<file path="src/rtl/nes_bus_pkg.sv">
// rtl/nes_bus_pkg.sv - CPU bus register addresses and sprite DMA state encoding
package nes_bus_pkg;

  localparam logic [15:0] ADDR_OAMDMA  = 16'h4014;
  localparam logic [15:0] ADDR_OAMDATA = 16'h2004;

  typedef enum logic [2:0] {
    DMA_IDLE,
    DMA_HALT,
    DMA_ALIGN,
    DMA_RD,
    DMA_WR
  } dma_state_t;

endpackage

</file>
<file path="src/rtl/oam_dma_ctrl.sv">
// rtl/oam_dma_ctrl.sv - sprite DMA sequencer copying one CPU page to OAMDATA
//
// Ports:
//   clk, reset_n            clock, synchronous active-low reset
//   cpu_addr/we/wdata       CPU bus, watched for the page-number write in IDLE
//   cpu_odd                 CPU cycle parity, sampled in HALT for alignment
//   bus_rdata               read data from the address decoder for dma_addr
//   cpu_rdy                 0 while the CPU is halted
//   dma_own                 1 while the DMA drives the bus
//   dma_addr/we/wdata       DMA bus cycle (page read, then OAMDATA write)
//   dma_busy                transfer in progress
//
// Configuration macro: OAM_DMA_ALIGN_EN adds the ALIGN dummy cycle on odd starts.
module oam_dma_ctrl
  import nes_bus_pkg::*;
#(
  parameter int XFER_LEN = 256,
  parameter int ADDR_W   = 16
) (
  input  logic              clk,
  input  logic              reset_n,
  input  logic [ADDR_W-1:0] cpu_addr,
  input  logic              cpu_we,
  input  logic [7:0]        cpu_wdata,
  input  logic              cpu_odd,
  input  logic [7:0]        bus_rdata,
  output logic              cpu_rdy,
  output logic              dma_own,
  output logic [ADDR_W-1:0] dma_addr,
  output logic              dma_we,
  output logic [7:0]        dma_wdata,
  output logic              dma_busy
);

  localparam int CNT_W = $clog2(XFER_LEN);
  localparam logic [CNT_W-1:0] CNT_LAST = CNT_W'(XFER_LEN - 1);

  dma_state_t        state, state_d;
  logic [CNT_W-1:0]  cnt, cnt_d;
  logic [7:0]        page, page_d;
  logic [7:0]        wdata_d;
  logic              own_d, we_d, rdy_d;
  logic [ADDR_W-1:0] addr_d;

`ifndef OAM_DMA_ALIGN_EN
  logic unused_cpu_odd;
  assign unused_cpu_odd = cpu_odd;
`endif

  // Next state, counter, page and captured byte.
  always_comb begin
    state_d = state;
    cnt_d   = cnt;
    page_d  = page;
    wdata_d = dma_wdata;
    case (state)
      DMA_IDLE: begin
        if (cpu_we && (cpu_addr == ADDR_W'(ADDR_OAMDMA))) begin
          state_d = DMA_HALT;
          page_d  = cpu_wdata;
          cnt_d   = '0;
        end
      end
      DMA_HALT: begin
`ifdef OAM_DMA_ALIGN_EN
        state_d = cpu_odd ? DMA_ALIGN : DMA_RD;
`else
        state_d = DMA_RD;
`endif
      end
      DMA_ALIGN: state_d = DMA_RD;
      DMA_RD: begin
        wdata_d = bus_rdata;
        state_d = DMA_WR;
      end
      DMA_WR: begin
        cnt_d   = cnt + CNT_W'(1);
        // The last byte ends the transfer; the wrapped counter never reaches the page.
        state_d = (cnt == CNT_LAST) ? DMA_IDLE : DMA_RD;
      end
      default: state_d = DMA_IDLE;
    endcase
  end

  // Outputs are decoded from the next state so they can be registered
  // and still line up with the state they belong to.
  always_comb begin
    own_d  = (state_d == DMA_RD) || (state_d == DMA_WR);
    we_d   = (state_d == DMA_WR);
    rdy_d  = (state_d == DMA_IDLE);
    addr_d = '0;
    if (state_d == DMA_RD) begin
      addr_d = ADDR_W'({page_d, 8'h00}) | ADDR_W'(cnt_d);
    end else if (state_d == DMA_WR) begin
      addr_d = ADDR_W'(ADDR_OAMDATA);
    end
  end

  always_ff @(posedge clk) begin
    if (!reset_n) begin
      state     <= DMA_IDLE;
      cnt       <= '0;
      page      <= '0;
      cpu_rdy   <= 1'b1;
      dma_own   <= 1'b0;
      dma_we    <= 1'b0;
      dma_addr  <= '0;
      dma_wdata <= '0;
      dma_busy  <= 1'b0;
    end else begin
      state     <= state_d;
      cnt       <= cnt_d;
      page      <= page_d;
      cpu_rdy   <= rdy_d;
      dma_own   <= own_d;
      dma_we    <= we_d;
      dma_addr  <= addr_d;
      dma_wdata <= wdata_d;
      dma_busy  <= !rdy_d;
    end
  end

endmodule

</file>
<file path="config.mk">
export PLATFORM = sky130hd
export DESIGN_NAME = oam_dma_ctrl
export DESIGN_NICKNAME = d
export VERILOG_FILES = /design/src/rtl/nes_bus_pkg.sv /design/src/rtl/oam_dma_ctrl.sv
export SDC_FILE = /design/constraint.sdc
export NUM_CORES = 1
export LEC_CHECK = 0
export CAP_MARGIN = 30
export CORE_MARGIN = 3
export CORE_UTILIZATION = 45
export DETAILED_ROUTE_END_ITERATION = 6
export PLACE_DENSITY = 0.79
export SYNTH_ARGS = -nofsm -noshare
export SYNTH_HDL_FRONTEND = slang
export SYNTH_SLANG_ARGS = --single-unit
</file>
<file path="constraint.sdc">
create_clock -name clk -period 2.4 [get_ports clk]
set_clock_uncertainty 0.2 [all_clocks]
set_input_delay 0.36 -clock clk [delete_from_list [all_inputs] [get_ports clk]]
set_output_delay 0.36 -clock clk [all_outputs]
set_load 0.02 [all_outputs]
</file>
==> reports/results.txt <==
status -> finished clean
Rel. slew slack -> 68.4%
RSZ-0062 raised after global routing -> no
WP data arrival -> 1.97 ns
Hold-fix buffers, CTS -> 0
CP max FO -> 9
PortBufs -> 62
initial antenna violation count -> 0
postcts setup bufs -> 0
Final Non-Filler Cells -> 323
Avg Cell Area, Syn -> 9.31 sq um
Clk pwr share -> 31.6%
syn_nets -> 246
VDD IR max -> 0.399 mV
number of CTS-inserted buffers -> 5
number of synthesized flops with an enable pin -> 0
Power Density -> 585 mW/mm^2
WHS -> 0.261 ns
Yosys reg bits -> 47
HPWL after detailed placement -> 3290 um
synth top area cells -> dfxtp_1, a21oi_1, nand2_1
I/O pins -> 64
routed wire length -> 4510 um
vias per cell -> 5.28
first-pass GRT wire length -> 7790 um
Unique masters post-synth -> 42
Post-Syn Area -> 0.00195 sq mm
CP Data Required Time -> 2.38 ns
cts repair resizes -> 0
final setup violation count -> 0
largest area contributor in the netlist -> dfxtp_1
Horiz. Die Dim -> 71.8 um
Final Hold Vio Count -> 0
Max Fclk -> 503 MHz
slew at the pin closest to its max-slew limit -> 0.472 ns
Sw Share -> 26.7%
GR Layer Usage met1 -> 23.9%
layout cells sized above 1 -> 13.6%
Vias -> 1,705
dpl cell area -> 0.00261 sq mm
P_sw -> 423 uW
All-Layer GR Usage -> 18.8%
register share of total power -> 52.0%
Internal -> 1.16 mW
post-route cell area -> 0.00270 sq mm
Die Footprint -> 0.00515 sq mm
CTS tree -> done
post-synthesis cell count -> 209
largest net degree at the start of global routing -> 30
1st-pass router iterations -> 5
DRC viols -> 0
die height -> 71.8 um
vias in the first global route -> 1,686
period utilization -> 82.9%
Tmin final -> 1.99 ns
setup TNS -> 0 ns
drt initial violations -> 127
area delta synth->final -> 39.0%
Starting Density -> 47.6%
met2 Use GR -> 30.7%
# H-tree levels -> 2
max-cap viol count -> 0
total grt overflow -> 0
routability cong. -> 0.815
ys async rst share -> 0%
register area share after synthesis -> 48.4%
Synth Warn # -> 0
Routed wire per std cell -> 14.0 um
Crit. End Element -> register
Antenna diodes -> 0
CORE AREA -> 0.00409 sq mm
gr busiest metal -> met2
placed insts -> 315
Detail Route Antenna Nets -> 0
post-route setup slack -> 0.411 ns
Pleak -> 0.962 nW
type of the worst setup path -> reg -> reg
worst hold path type -> reg -> reg
Final nets -> 309
pre-CTS WS -> 0.0832 ns
Max clock buf depth -> 2
final slew viol count -> 0
Root Buffer -> clkbuf_8
met3 usage -> 5.89%
FP Rows -> 23
CTS Sinks -> 47
final design utilization -> 66.2%
top-area cell type share of the netlist area -> 48.4%
Logic pwr share -> 16.4%
power consumption -> 1.58 mW
clock-pin slew on the worst setup and hold paths -> 0.08 ns
clk_lat worst skew -> 0.29 ns
startpoint type of the worst setup path -> register
ys flop type -> dfxtp_1
state kept, by name, summed over array words and instances (netlist names):
signal,flops
cnt,8
dma_we,1
dma_busy,1
page,8
dma_addr,16
state,3
dma_wdata,8
cpu_rdy,1
dma_own,1
critical path, stage by stage (launching register included):
cell and delay [ns]:
dfxtp_1 0.42, ha_1 0.19, and3_1 0.28, a31oi_4 0.17, a22oi_4 0.31, buf_4 0.24
a21oi_1 0.06
final timing paths:
path,slack [ns],to,start,depth (start not counted)
max reg2reg,0.41,dma_addr[11]$_SDFF_PN0_,cnt[0]$_SDFF_PN0_,6
max,0.41,dma_addr[11]$_SDFF_PN0_,cnt[0]$_SDFF_PN0_,6
min reg2reg,0.26,dma_wdata[6]$_SDFFE_PN0N_,dma_wdata[6]$_SDFFE_PN0N_,2
min,0.26,dma_wdata[6]$_SDFFE_PN0N_,dma_wdata[6]$_SDFFE_PN0N_,2
layout by cell type, fill, tap and decap left out, types with 2 or more instances in the layout:
| cell type | count |
|---|---|
| nor3b_1 | 2 |
| o21ai_1 | 3 |
| and2_1 | 2 |
| nor2b_1 | 6 |
| a21oi_1 | 28 |
| nand2_1 | 22 |
| clkdlybuf4s50_1 | 62 |
| xor2_1 | 2 |
| buf_4 | 8 |
| o21ai_0 | 13 |
| nand3_1 | 3 |
| nor3_1 | 4 |
| a31oi_1 | 4 |
| clkbuf_8 | 6 |
| and3_1 | 4 |
| nor2_1 | 9 |
| mux2_2 | 2 |
| a21oi_2 | 9 |
| a22oi_1 | 4 |
| dfxtp_1 | 47 |
| inv_1 | 3 |
| nand4_1 | 9 |
power by group through the flow:
stage	sequential [mW]	combinational [mW]	clock [mW]
after floorplan	0.838	0.147	0
after global placement	0.840	0.255	0
after detailed placement	0.841	0.258	0
after CTS	0.823	0.259	0.513
after global routing	0.826	0.280	0.544
final	0.823	0.259	0.500
area by class of cell:
class / count / area (sq um)
Inverter: 4 / 15.0
Clock buffer: 6 / 82.6
Tap cell: 50 / 62.6
Timing Repair Buffer: 70 / 681
Clock inverter: 2 / 13.8
Sequential cell: 47 / 941
Fill cell: 346 / 1380
Multi-Input combinational cell: 144 / 908
cell usage after synthesis (2+ instances only):
cell      number
nor3b_1        2
nand4_1        9
o21ai_0       13
mux2_2         2
and2_1         2
clkbuf_1       8
nand3_1        3
nand2_1       22
nor2_1         9
nor2b_1        6
a21oi_2        9
xor2_1         2
and3_1         4
o21ai_1        3
buf_6          3
a21oi_1       28
buf_2          2
nor3_1         4
inv_1          3
dfxtp_1       47
a31oi_1        4
a22oi_1        4
metal layers:
| metal | routed length (um) | vias to the layer above |
|---|---|---|
| met5 | 0 | - |
| met4 | 55 | 0 |
| met2 | 2260 | 48 |
| li1 | - | 873 |
| met1 | 1910 | 779 |
| met3 | 284 | 5 |
kinds of logic after synthesis:
kind of cell	share of synthesized area (%)
flip-flops	48.4
buffers and inverters	4.95
multiplexers	1.16
AO/OA/AOI/OAI	23.6
AND/OR/NAND/NOR	20.4
XOR/XNOR	0.900
adder cells (fa/ha/maj)	0.643
Power figures use the tool's default switching activity.
